--- src/rtl/mem_arbiter_pkg.sv ---
// Shared types and default widths for the unified-RAM arbiter.
// Owner encoding is fixed so the owner register can be probed and decoded directly.
package mem_arb_pkg;

  localparam int ADDR_W_DEF = 16;
  localparam int DATA_W_DEF = 16;
  localparam int LEN_W_DEF  = 4;

  typedef enum logic [1:0] {
    OWN_IDLE = 2'b00,
    OWN_CPU  = 2'b01,
    OWN_AUX  = 2'b10
  } owner_t;

endpackage

--- src/rtl/mem_arbiter_if.sv ---
// Bundle of CPU, auxiliary-burst and RAM signals around the arbiter.
// master = requesters plus RAM model side, slave = arbiter side.
interface mem_arbiter_if #(
  parameter int ADDR_W = 16,
  parameter int DATA_W = 16,
  parameter int LEN_W  = 4
);

  logic              cpu_req;
  logic              cpu_we;
  logic [ADDR_W-1:0] cpu_addr;
  logic [DATA_W-1:0] cpu_wdata;
  logic              cpu_ack;
  logic [DATA_W-1:0] cpu_rdata;
  logic              cpu_stall;

  logic              aux_req;
  logic [ADDR_W-1:0] aux_base;
  logic [LEN_W-1:0]  aux_len;
  logic              aux_valid;
  logic [DATA_W-1:0] aux_rdata;
  logic              aux_done;

  logic [ADDR_W-1:0] mem_addr;
  logic              mem_we;
  logic [DATA_W-1:0] mem_wdata;
  logic [DATA_W-1:0] mem_rdata;

  modport master (
    output cpu_req, cpu_we, cpu_addr, cpu_wdata,
    input  cpu_ack, cpu_rdata, cpu_stall,
    output aux_req, aux_base, aux_len,
    input  aux_valid, aux_rdata, aux_done,
    input  mem_addr, mem_we, mem_wdata,
    output mem_rdata
  );

  modport slave (
    input  cpu_req, cpu_we, cpu_addr, cpu_wdata,
    output cpu_ack, cpu_rdata, cpu_stall,
    input  aux_req, aux_base, aux_len,
    output aux_valid, aux_rdata, aux_done,
    output mem_addr, mem_we, mem_wdata,
    input  mem_rdata
  );

endinterface

--- src/rtl/mem_arbiter_burst_addr_gen.sv ---
// Burst address generator: holds the read pointer and beat count of one aux burst.
// o_last pulses for one cycle after the final beat has been granted (done flag).
module burst_addr_gen #(
  parameter int ADDR_W = 16,
  parameter int LEN_W  = 4
) (
  input  logic              clk,
  input  logic              reset,
  input  logic              i_load,
  input  logic              i_advance,
  input  logic [ADDR_W-1:0] i_base,
  input  logic [LEN_W-1:0]  i_len,
  output logic [ADDR_W-1:0] o_addr,
  output logic              o_active,
  output logic              o_last
);

  logic [ADDR_W-1:0] r_ptr;
  logic [LEN_W-1:0]  r_remaining;
  logic              r_active;
  logic              r_done_q;

  // NOTE: sequential state uses non-blocking assignments so every register
  // samples pre-edge values regardless of statement order.
  always_ff @(posedge clk) begin
    if (!reset) begin
      r_ptr       <= '0;
      r_remaining <= '0;
      r_active    <= 1'b0;
      r_done_q    <= 1'b0;
    end else begin
      r_done_q <= 1'b0;
      if (i_load) begin
        r_ptr       <= i_base;
        r_remaining <= i_len;
        r_active    <= 1'b1;
      end else if (i_advance && r_active) begin
        r_ptr <= r_ptr + ADDR_W'(1);
        if (r_remaining == '0) begin
          r_active <= 1'b0;
          r_done_q <= 1'b1;
        end else begin
          r_remaining <= r_remaining - LEN_W'(1);
        end
      end
    end
  end

  assign o_addr   = r_ptr;
  assign o_active = r_active;
  assign o_last   = r_done_q;

endmodule

--- src/rtl/mem_arbiter.sv ---
// Single-port RAM arbiter between the multicycle CPU and a read-only burst master.
// Strict alternation under contention; acks/valids are registered copies of the owner.
module mem_arbiter
  import mem_arb_pkg::*;
#(
  parameter int ADDR_W = ADDR_W_DEF,
  parameter int DATA_W = DATA_W_DEF,
  parameter int LEN_W  = LEN_W_DEF
) (
  input logic          clk,
  input logic          reset,
  mem_arbiter_if.slave bus
);

  owner_t            r_owner;
  logic              r_last_aux;
  logic [ADDR_W-1:0] r_aux_addr;
  logic              r_cpu_ack;
  logic              r_cpu_rd;
  logic              r_aux_valid;
  logic              r_aux_done;
  logic [DATA_W-1:0] r_cpu_hold;

  logic [ADDR_W-1:0] w_ptr;
  logic              w_active;
  logic              w_done_q;
  logic              w_load;
  logic              w_cpu_elig;
  logic              w_aux_elig;
  logic              w_grant_cpu;
  logic              w_grant_aux;

  // Capture is also blocked while the done flag is in flight, so a held
  // aux_req cannot restart the burst it has just completed.
  assign w_load      = bus.aux_req & ~w_active & ~w_done_q & ~r_aux_done;
  assign w_cpu_elig  = bus.cpu_req & (r_owner != OWN_CPU) & ~r_cpu_ack;
  assign w_aux_elig  = w_active;
  assign w_grant_cpu = w_cpu_elig & (~w_aux_elig | r_last_aux);
  assign w_grant_aux = w_aux_elig & (~w_cpu_elig | ~r_last_aux);

  burst_addr_gen #(
    .ADDR_W (ADDR_W),
    .LEN_W  (LEN_W)
  ) u_burst (
    .clk       (clk),
    .reset     (reset),
    .i_load    (w_load),
    .i_advance (w_grant_aux),
    .i_base    (bus.aux_base),
    .i_len     (bus.aux_len),
    .o_addr    (w_ptr),
    .o_active  (w_active),
    .o_last    (w_done_q)
  );

  always_ff @(posedge clk) begin
    if (!reset) begin
      r_owner     <= OWN_IDLE;
      r_last_aux  <= 1'b1;
      r_aux_addr  <= '0;
      r_cpu_ack   <= 1'b0;
      r_cpu_rd    <= 1'b0;
      r_aux_valid <= 1'b0;
      r_aux_done  <= 1'b0;
      r_cpu_hold  <= '0;
    end else begin
      r_cpu_ack   <= (r_owner == OWN_CPU);
      r_cpu_rd    <= (r_owner == OWN_CPU) & ~bus.cpu_we;
      r_aux_valid <= (r_owner == OWN_AUX);
      r_aux_done  <= w_done_q;
      if (r_cpu_ack && r_cpu_rd) r_cpu_hold <= bus.mem_rdata;

      if (w_grant_cpu) begin
        r_owner    <= OWN_CPU;
        r_last_aux <= 1'b0;
      end else if (w_grant_aux) begin
        r_owner    <= OWN_AUX;
        r_last_aux <= 1'b1;
        r_aux_addr <= w_ptr;
      end else begin
        r_owner <= OWN_IDLE;
      end
    end
  end

  // NOTE: every output gets a default before the case so no path infers a latch.
  always_comb begin
    bus.mem_addr  = '0;
    bus.mem_we    = 1'b0;
    bus.mem_wdata = '0;
    case (r_owner)
      OWN_CPU: begin
        bus.mem_addr  = bus.cpu_addr;
        bus.mem_we    = bus.cpu_we & reset;
        bus.mem_wdata = bus.cpu_wdata;
      end
      OWN_AUX: bus.mem_addr = r_aux_addr;
      default: ;
    endcase
  end

  assign bus.cpu_ack   = r_cpu_ack;
  assign bus.cpu_rdata = (r_cpu_ack && r_cpu_rd) ? bus.mem_rdata : r_cpu_hold;
  assign bus.cpu_stall = bus.cpu_req & ~r_cpu_ack;
  assign bus.aux_valid = r_aux_valid;
  assign bus.aux_rdata = bus.mem_rdata;
  assign bus.aux_done  = r_aux_done;

endmodule

--- src/flat_wrapper.sv ---
// flat-port wrapper written by rule: the top's interface ports become plain ports
module mem_arbiter_flat import mem_arb_pkg::*;
#(
  parameter int ADDR_W = ADDR_W_DEF,
  parameter int DATA_W = DATA_W_DEF,
  parameter int LEN_W  = LEN_W_DEF
)
  (clk, reset, bus_cpu_req, bus_cpu_we, bus_cpu_addr, bus_cpu_wdata, bus_cpu_ack, bus_cpu_rdata, bus_cpu_stall, bus_aux_req, bus_aux_base, bus_aux_len, bus_aux_valid, bus_aux_rdata, bus_aux_done, bus_mem_addr, bus_mem_we, bus_mem_wdata, bus_mem_rdata);
  mem_arbiter_if #(.ADDR_W(ADDR_W), .DATA_W(DATA_W), .LEN_W(LEN_W)) bus_i ();
  input logic clk;
  input logic reset;
  input wire logic [$bits(bus_i.cpu_req)-1:0] bus_cpu_req;
  input wire logic [$bits(bus_i.cpu_we)-1:0] bus_cpu_we;
  input wire logic [$bits(bus_i.cpu_addr)-1:0] bus_cpu_addr;
  input wire logic [$bits(bus_i.cpu_wdata)-1:0] bus_cpu_wdata;
  output wire logic [$bits(bus_i.cpu_ack)-1:0] bus_cpu_ack;
  output wire logic [$bits(bus_i.cpu_rdata)-1:0] bus_cpu_rdata;
  output wire logic [$bits(bus_i.cpu_stall)-1:0] bus_cpu_stall;
  input wire logic [$bits(bus_i.aux_req)-1:0] bus_aux_req;
  input wire logic [$bits(bus_i.aux_base)-1:0] bus_aux_base;
  input wire logic [$bits(bus_i.aux_len)-1:0] bus_aux_len;
  output wire logic [$bits(bus_i.aux_valid)-1:0] bus_aux_valid;
  output wire logic [$bits(bus_i.aux_rdata)-1:0] bus_aux_rdata;
  output wire logic [$bits(bus_i.aux_done)-1:0] bus_aux_done;
  output wire logic [$bits(bus_i.mem_addr)-1:0] bus_mem_addr;
  output wire logic [$bits(bus_i.mem_we)-1:0] bus_mem_we;
  output wire logic [$bits(bus_i.mem_wdata)-1:0] bus_mem_wdata;
  input wire logic [$bits(bus_i.mem_rdata)-1:0] bus_mem_rdata;
  assign bus_i.cpu_req = bus_cpu_req;
  assign bus_i.cpu_we = bus_cpu_we;
  assign bus_i.cpu_addr = bus_cpu_addr;
  assign bus_i.cpu_wdata = bus_cpu_wdata;
  assign bus_cpu_ack = bus_i.cpu_ack;
  assign bus_cpu_rdata = bus_i.cpu_rdata;
  assign bus_cpu_stall = bus_i.cpu_stall;
  assign bus_i.aux_req = bus_aux_req;
  assign bus_i.aux_base = bus_aux_base;
  assign bus_i.aux_len = bus_aux_len;
  assign bus_aux_valid = bus_i.aux_valid;
  assign bus_aux_rdata = bus_i.aux_rdata;
  assign bus_aux_done = bus_i.aux_done;
  assign bus_mem_addr = bus_i.mem_addr;
  assign bus_mem_we = bus_i.mem_we;
  assign bus_mem_wdata = bus_i.mem_wdata;
  assign bus_i.mem_rdata = bus_mem_rdata;
  mem_arbiter #(.ADDR_W(ADDR_W), .DATA_W(DATA_W), .LEN_W(LEN_W)) u_core (.clk(clk), .reset(reset), .bus(bus_i));
endmodule
--- config.mk ---
export PLATFORM = sky130hd
export DESIGN_NAME = mem_arbiter_flat
export DESIGN_NICKNAME = d
export VERILOG_FILES = /design/src/rtl/mem_arbiter_pkg.sv /design/src/rtl/mem_arbiter_if.sv /design/src/rtl/mem_arbiter_burst_addr_gen.sv /design/src/rtl/mem_arbiter.sv /design/src/flat_wrapper.sv
export SDC_FILE = /design/constraint.sdc
export NUM_CORES = 1
export LEC_CHECK = 0
export BUFFER_PORTS_ARGS = -buffer_cell sky130_fd_sc_hd__buf_2
export CORE_MARGIN = 2
export CORE_UTILIZATION = 44
export CTS_BUF_LIST = sky130_fd_sc_hd__clkbuf_8
export DETAILED_ROUTE_END_ITERATION = 16
export MAX_ROUTING_LAYER = met4
export PLACE_DENSITY = 0.78
export SKIP_CTS_REPAIR_TIMING = 1
export SLEW_MARGIN = 20
export SYNTH_ARGS = -nofsm -noshare
export SYNTH_HDL_FRONTEND = slang
export SYNTH_HIERARCHICAL = 1
export SYNTH_SLANG_ARGS = --single-unit
--- constraint.sdc ---
create_clock -name clk -period 1.9 [get_ports clk]
set_input_delay 0.095 -clock clk [delete_from_list [all_inputs] [get_ports clk]]
set_output_delay 0.095 -clock clk [all_outputs]
set_load 0.01 [all_outputs]
[After elaboration in Yosys (flattened, before gate mapping)]
Index checks and enable logic that the tools add are counted.
Storage, ports and cells
  output and inout bits: 69
  RAM bits: 0
  bits in registers: 61
  word-level logic and storage cells: 69
  latch bits: 0
  memories kept: 0
  bits in read-only memories: 0
  input bits: 73
Operators by class
  mux-type cells: 17
  $add $sub $neg: 2
  div/mod/pow operators: 0
  equal/unequal tests: 4
  shifts and indexed selects: 0
  order comparisons: 0
  bitwise operators: 22
  multiply operators: 0
  reductions and logical operators: 11
Operators with widths (count)
  16-bit 2-to-1 mux: 4
  16-bit one-hot mux with 2 select lines: 1
  16-bit by 1-bit adder with 16-bit output (second input constant): 1
  4-bit 2-to-1 mux: 3
  1-bit AND: 10
  1-bit inverter: 10
  1-bit 2-to-1 mux: 8
  2-bit AND reduction: 3
  2-bit nonzero test: 3
  4-bit zero test: 1
  4-bit by 1-bit subtractor with 4-bit output (second input constant): 1
  3-bit OR reduction: 1
  2-bit by 1-bit == test with 1-bit output (second input constant): 1
  2-bit == test (second input constant): 1
  1-bit logical AND: 2
  2-bit 2-to-1 mux: 1
  2-bit by 1-bit inequality test with 1-bit output (second input constant): 1
  2-bit inequality test (second input constant): 1
  1-bit bitwise OR: 2
  2-bit OR reduction: 1

[Longest topological paths before layout]
Gate-level depths: netlist of the first run.
  depth after elaboration: 9
  gate-level depth with buffers: 11
  gate-level depth less buffers: 8

[By module]
The synthesis of the first run kept the hierarchy.
Modules (own cells, without submodules)
  mem_arbiter: sequential area each 780.7 µm², instances 1, cells each 219, area each 2025.7 µm²
  burst_addr_gen: sequential area each 440.4 µm², instances 1, cells each 143, area each 1166.1 µm²

[Least setup slack after synthesis of the first run]
Ideal clock, no wire load.
  path type: flip-flop to flip-flop
  start point: reg u_core.r_owner[1]
  end point: reg u_core.u_burst.r_ptr[1], in the netlist u_core/u_burst/o_addr[1]
  library setup time: 0.115 ns
  arrival time: 1.934 ns
  stages on the path, launching flop included: 12
  path buffers: 3
  path slack: -0.149 ns
  cell sequence: dfxtp_1 inv_1 ha_1 buf_6 and4bb_4 nor2_8 buf_12 and2_1 clkbuf_1 mux2i_1 o21ai_0 and2_1
On the way
  word-level cells in the longest chain between the ends: 8
RTL lines
  from (decl): RTL line mem_arbiter.sv:15  | owner_t r_owner;
  from (signal assigned): RTL line mem_arbiter.sv:58  | r_owner <= OWN_IDLE;
  from (signal assigned): RTL line mem_arbiter.sv:74  | r_owner <= OWN_CPU;
  from (signal assigned): RTL line mem_arbiter.sv:77  | r_owner <= OWN_AUX;
  2-bit by 1-bit inequality test with 1-bit output: RTL line mem_arbiter.sv:36  | assign w_cpu_elig = bus.cpu_req & (r_owner != OWN_CPU) & ~r_cpu_ack;
  1-bit AND (2 in a row): RTL line mem_arbiter.sv:36
  1-bit inverter: RTL line mem_arbiter.sv:39  | assign w_grant_aux = w_aux_elig & (~w_cpu_elig | ~r_last_aux);
  1-bit bitwise OR: RTL line mem_arbiter.sv:39
  1-bit AND: RTL line mem_arbiter.sv:39
  via u_core.w_grant_aux: RTL line mem_arbiter.sv:31  | logic w_grant_aux;
  1-bit logical AND: RTL line mem_arbiter_burst_addr_gen.sv:37  | end else if (i_advance && r_active) begin
  2-bit nonzero test (no line)
  to (signal assigned): RTL line mem_arbiter_burst_addr_gen.sv:34  | r_ptr <= i_base;
  to (signal assigned): RTL line mem_arbiter_burst_addr_gen.sv:38  | r_ptr <= r_ptr + ADDR_W'(1);
  to (decl): RTL line mem_arbiter_burst_addr_gen.sv:18  | logic [ADDR_W-1:0] r_ptr;
The timed path passes the listed nets, and every way through them passes these cells.
A chain may end at the register's enable or synchronous reset.

[Worst setup path in the final report of the first run]
  start point: reg u_core.r_owner[1]
  end point: reg u_core.u_burst.r_ptr[14], in the netlist u_core/u_burst/o_addr[14]
On the way
  word-level cells in the longest chain between the ends: 8
RTL lines (RTL line)
  2-bit by 1-bit inequality test with 1-bit output: mem_arbiter.sv:36
  1-bit AND (2 in a row): mem_arbiter.sv:36
  1-bit inverter: mem_arbiter.sv:39
  1-bit bitwise OR: mem_arbiter.sv:39
  1-bit AND: mem_arbiter.sv:39
  1-bit logical AND: mem_arbiter_burst_addr_gen.sv:37
  2-bit nonzero test (no line)
No other way between the ends.

==> results.cfg, run 1 <==
[yosys]
yosysSeqAreaShare_pct = 38.3
syn_avg_cell_area_um2 = 8.82
synthCells = 362
ys_ff_latch = 61
synth.distinct_cells = 42
synth_nets = 439
syn_area_um2 = 3190
ys_warn_count = 6

[layout]
antenna_cells = 0
stdcell_area_um2 = 4170
final_cells = 593
final_util_pct = 58.5
fillers = 688
nets = 567
multi_input_area_um2 = 1740
drive_gt1_share_pct = 39.9
syn2layout_area_growth_pct = 30.7
seq_area_um2 = 1220

[worst_hold_path]
whs_endpoint = u_core/u_burst/r_remaining[3]
hold_depth = 3
worstHoldStart = bus_aux_len[3]
hold_class = primary input to flop

[timing]
timing.hold.ws_ns = 0.0287
final_max_slew_viol_count = 0
period_share_pct = 94.2
fin_crit_ns = 1.79
tightest_slew_ns = 0.655
max_freq_mhz = 559
tns_ns = 0
slew_headroom_pct = 56.3
rsz0062_at_grt = no
hold_violations = 0
setup_viol = 0
skew_ns = 0.00681

[routing]
drt_iter0_drc = 139
vias = 2937
route.detailed.drc = 0
wire_per_inst_um = 13.2
antenna_left = 0
viasPerCell = 4.95
wirelength_mm = 7.82
dr.pass1.iters = 4

[critical_path]
reg2reg_slack_ns = 0.11
cp-end-kind = flop
required_ns = 2.16
start_kind = flop
rr_worst_depth = 7
timing.rr.end = u_core/u_burst/o_addr[14]
r2r-start = u_core/r_owner[1]
crit_arrival_ns = 2.05
crit_path_max_fanout = 7
crit_type = flop to flop

[global_routing]
grt_pass1_vias = 2567
antenna_found_initial = 0
grtUsageTotal_pct = 19.9
grt_pass1_wl_mm = 11.8
grt_max_degree = 45
overflow = 0

[floorplanning]
die_x_um = 89.2
fp.coreArea_um2 = 7140
die_h_um = 89.2
ios = 142
die-area_um2 = 7950
initial_core_util_pct = 44.7
rows = 31

[power_and_ir_drop]
p_per_area_nw_per_um2 = 753
p_leak_nw = 1.93
vdd_drop_max_v = 0.000647

[clock_network]
cts.sinks = 61
clkLatencyLatePin_ns = 0.34
h-tree-depth = 3
clockRootBuffer = clkbuf_8
tritoncts = done
clk_pin_slew_ns = 0.07
cts_buffers = 9
clock_path_buffers = 2

[place]
placedCellCount = 574
placed_cell_area_um2 = 3910
io_buffers = 141
place_congestion = 0.827
hpwl_mm = 5.84

[run_status]
status = completed

[job]
cap_violations = 0
cell families after synthesis:
kind of cell | Yosys count | share of synthesized area (%)
and+or+nand+nor | 139 | 23.4
DFF | 61 | 38.3
adders and majority gates | 4 | 1.57
xor gates and xnor gates | 15 | 4.12
muxes | 35 | 12.8
AOI/OAI and AO/OA | 57 | 10.9
buffers and inverters | 51 | 8.94
power by group:
part | switching (mW) | leakage [nW] | internal (mW)
Clock | 0.487 | 0.110 | 0.760
Sequential | 0.0532 | 0.498 | 1.34
Combinational | 0.267 | 1.32 | 0.232
state kept, by name, summed over array words and instances, names as in the netlist:
| signal | count |
|---|---|
| u_core/bus.aux_done | 1 |
| u_core/bus.aux_valid | 1 |
| u_core/bus.cpu_ack | 1 |
| u_core/r_aux_addr | 16 |
| u_core/r_cpu_hold | 16 |
| u_core/r_cpu_rd | 1 |
| u_core/r_last_aux | 1 |
| u_core/r_owner | 2 |
| u_core/u_burst/o_active | 1 |
| u_core/u_burst/o_addr | 16 |
| u_core/u_burst/o_last | 1 |
| u_core/u_burst/r_remaining | 4 |
metrics by stage:
stage	worst slack (ns)	total power, mW
3_5_place_dp	0.0587	1.91
3_3_place_gp	0.102	1.90
5_1_grt	0.0262	3.31
6_report	0.111	3.14
2_1_floorplan	-0.0711	1.74
4_1_cts	-0.0393	3.18
cell type report:
class / instances / share of cell area [%]
timing repair buffer: 157 / 20.0
tap: 99 / 2.97
multi-input combinational: 250 / 41.6
clock inverter: 5 / 1.83
clock buffer: 10 / 3.30
inverter: 11 / 0.990
sequential: 61 / 29.3
Yosys cell counts (all sizes together):
library cell  count  area, um2
a22oi            16        120
nor2b             3       18.8
o31ai             1       7.51
mux2i            19        190
nor3b             2       15.0
or3               1       6.26
nand3             5       25.0
o21ai            21        105
ha                4       50.1
a21oi            13       65.1
nor4b             1       8.76
clkbuf           19       71.3
nand4             6       52.6
nor4              5       31.3
and4              1       8.76
or4               1       7.51
nand3b            1       7.51
a31oi             2       12.5
dfxtp            61       1220
nor3              5       25.0
buf              21        173
o211a             2       20.0
inv              11       41.3
and3              2       12.5
and2             38        238
a31o              2       17.5
and4bb            1       16.3
mux2             16        218
nand2b            2       12.5
nor2             21       95.1
xor2              4       35.0
xnor2            11       96.3
nand2            44        168
worst max-delay path, stage by stage (launching register included):
cell and delay [ns]:
dfxtp_2 0.33, inv_2 0.06, ha_4 0.12, and4bb_4 0.21, nor2_8 0.16, nand3_4 0.12, or4_1 0.53, a31oi_1 0.18
per-layer routing:
metal  track usage [%]  vias up  part of all wire [%]
met3              3.88        7                   6.8
met4              8.14        0                   1.1
met5                 -        -                     0
met2              32.2      117                    48
li1                  -     1467                     -
met1              24.4     1346                    44
layout by cell type, fill, tap and decap left out, types with 4 or more instances in the layout:
cell / n
buf_2: 141
dfxtp_1: 59
nand2_1: 43
and2_1: 37
o21ai_0: 20
nor2_1: 19
mux2i_1: 19
a22oi_1: 16
buf_4: 13
a21oi_1: 13
xnor2_1: 11
clkbuf_8: 10
mux2_4: 10
inv_1: 9
mux2_1: 6
nand4_1: 5
nor3_1: 5
xor2_1: 4
nand3_1: 4
worst max path at each step:
| stage | start | endpoint | slack, ns | cells past startpoint |
|---|---|---|---|---|
| 3_3_place_gp | u_core/r_owner[1] | u_core/u_burst/o_addr[15] | 0.10 | 8 |
| 5_1_grt | u_core/u_burst/r_remaining[0] | u_core/u_burst/r_remaining[1] | 0.03 | 6 |
| 6_report | u_core/r_owner[1] | u_core/u_burst/o_addr[14] | 0.11 | 7 |
| 3_5_place_dp | u_core/r_owner[1] | u_core/u_burst/o_addr[15] | 0.06 | 8 |
| 2_1_floorplan | u_core/r_owner[1] | u_core/u_burst/o_addr[15] | -0.07 | 10 |
| 4_1_cts | u_core/r_owner[0] | bus_mem_addr[3] | -0.04 | 5 |
(Power assumes the default switching activity.)
==> inputs of run 2 (changes only) <==
--- a/config.mk
+++ b/config.mk
@@ -6,7 +6,6 @@
 export NUM_CORES = 1
 export LEC_CHECK = 0
 export BUFFER_PORTS_ARGS = -buffer_cell sky130_fd_sc_hd__buf_2
-export CORE_MARGIN = 2
 export CORE_UTILIZATION = 44
 export CTS_BUF_LIST = sky130_fd_sc_hd__clkbuf_8
 export DETAILED_ROUTE_END_ITERATION = 16
==> results.cfg, run 2 (synthesis results as in run 1) <==
[critical_path]
reg2reg_slack_ns = 0.12
timing.rr.end = u_core/u_burst/o_addr[1]
r2r-start = u_core/r_owner[1]
crit_type = flop to flop
start_kind = flop
crit_arrival_ns = 2.02
cp-end-kind = flop
rr_worst_depth = 8
crit_path_max_fanout = 9
required_ns = 2.13

[power_and_ir_drop]
p_leak_nw = 1.92
vdd_drop_max_v = 0.000478
p_comb_share_pct = 16.3
intPower_mw = 2.20
p_sw_mw = 0.807
swShare_pct = 26.8
seq_power_share_pct = 46.7
p_clk_share_pct = 37.0
p_per_area_nw_per_um2 = 725

[routing]
dr.pass1.iters = 4
viasPerCell = 4.97
antenna_left = 0
vias = 2937
wirelength_mm = 7.90
drt_iter0_drc = 163
wire_per_inst_um = 13.4
route.detailed.drc = 0

[layout]
nets = 567
syn2layout_area_growth_pct = 29.8
antenna_cells = 0
fillers = 642
mostFrequentLayoutCells = buf_2, dfxtp_1, nand2_1
final_util_pct = 60.0
final_common_cell = buf_2
drive_gt1_share_pct = 39.4

[global_routing]
antenna_found_initial = 0
grtUsageTotal_pct = 21.4
grt_max_degree = 54
grt_pass1_wl_mm = 12.1
overflow = 0
grt_pass1_vias = 2664

[timing]
final_max_slew_viol_count = 0
setup_viol = 0
period_share_pct = 93.8
hold_violations = 0
fin_crit_ns = 1.78
tightest_slew_ns = 0.818
skew_ns = 0.00956
tns_ns = 0
max_freq_mhz = 561
slew_headroom_pct = 45.5
rsz0062_at_grt = no

[clock_network]
clock_path_buffers = 2
h-tree-depth = 3
clkLatencyLatePin_ns = 0.34
cts_buffers = 9
clockRootBuffer = clkbuf_8
tritoncts = done
clk_pin_slew_ns = 0.07
cts.sinks = 61

[floorplanning]
rows = 30
ios = 142
initial_core_util_pct = 46.2
die-area_um2 = 7600
die_h_um = 87.2
fp.coreArea_um2 = 6910
die_x_um = 87.2

[place]
hpwl_mm = 5.82
io_buffers = 141
place_congestion = 0.906

[worst_hold_path]
hold_class = primary input to flop
worstHoldStart = bus_aux_base[11]
hold_depth = 3
whs_endpoint = u_core/u_burst/o_addr[11]

[job]
cap_violations = 0

[run_status]
status = completed
run 2: cell count changes in the layout (fill, tap and decap cells not counted), sizes merged:
cell,delta
inv,+1
bufinv,-1
clkinv,+1
run 2: stage by stage:
| stage | setup WS (ns) | hold slack (ns) | instances | cell area, um2 | total power [mW] |
|---|---|---|---|---|---|
| after floorplan | -0.0711 | 0.167 | 362 | 3240 | 1.74 |
| after global placement | 0.126 | 0.303 | 571 | 3900 | 1.90 |
| after detailed placement | 0.0802 | 0.315 | 571 | 3900 | 1.91 |
| after CTS | 0.0779 | -0.0497 | 587 | 4100 | 3.03 |
| after global routing | 0.0220 | 0.0196 | 591 | 4140 | 3.16 |
| final | 0.118 | 0.0186 | 591 | 4140 | 3.00 |
run 2: critical path, cell delays in order, from the launching register on:
cell and delay (ns):
dfxtp_2 0.33, inv_2 0.06, ha_4 0.11, and4bb_4 0.21, nor2_8 0.17, and2_1 0.34
mux2i_1 0.24, o21ai_0 0.08, and2_1 0.15
run 2: area by class of cell:
class                           instances  area (um2)  area share (%)
Clock buffer                           10         138            3.32
Clock inverter                          6        55.1            1.33
Inverter                               11        41.3           0.997
Multi-Input combinational cell        250        1730            41.8
Sequential cell                        61        1220            29.5
Tap cell                               96         120            2.90
Timing Repair Buffer                  157         833            20.1
run 2: power groups by stage:
stage                     Combinational, mW  Sequential (mW)  Clock (mW)
after floorplan                       0.319             1.42           0
after global placement                0.471             1.43           0
after detailed placement              0.484             1.43           0
after CTS                             0.487             1.40        1.15
after global routing                  0.544             1.41        1.20
final                                 0.490             1.40        1.11
run 2: worst max-delay path by stage:
stage | startpoint | endpoint | depth (start not counted)
after global placement | u_core/r_owner[1] | u_core/u_burst/o_addr[15] | 8
after CTS | u_core/r_owner[1] | u_core/u_burst/o_addr[15] | 8
after floorplan | u_core/r_owner[1] | u_core/u_burst/o_addr[15] | 10
final | u_core/r_owner[1] | u_core/u_burst/o_addr[1] | 8
after detailed placement | u_core/r_owner[1] | u_core/u_burst/o_addr[15] | 8
after global routing | u_core/r_owner[1] | u_core/u_burst/o_addr[1] | 8
run 2: per-layer routing:
metal | up-vias | GRT usage [%] | part of all wire (%)
met5 | - | - | 0
met4 | 0 | 9.24 | 1.8
met3 | 12 | 4.17 | 7.6
met2 | 128 | 35.9 | 48
met1 | 1323 | 25.1 | 42
li1 | 1474 | - | -
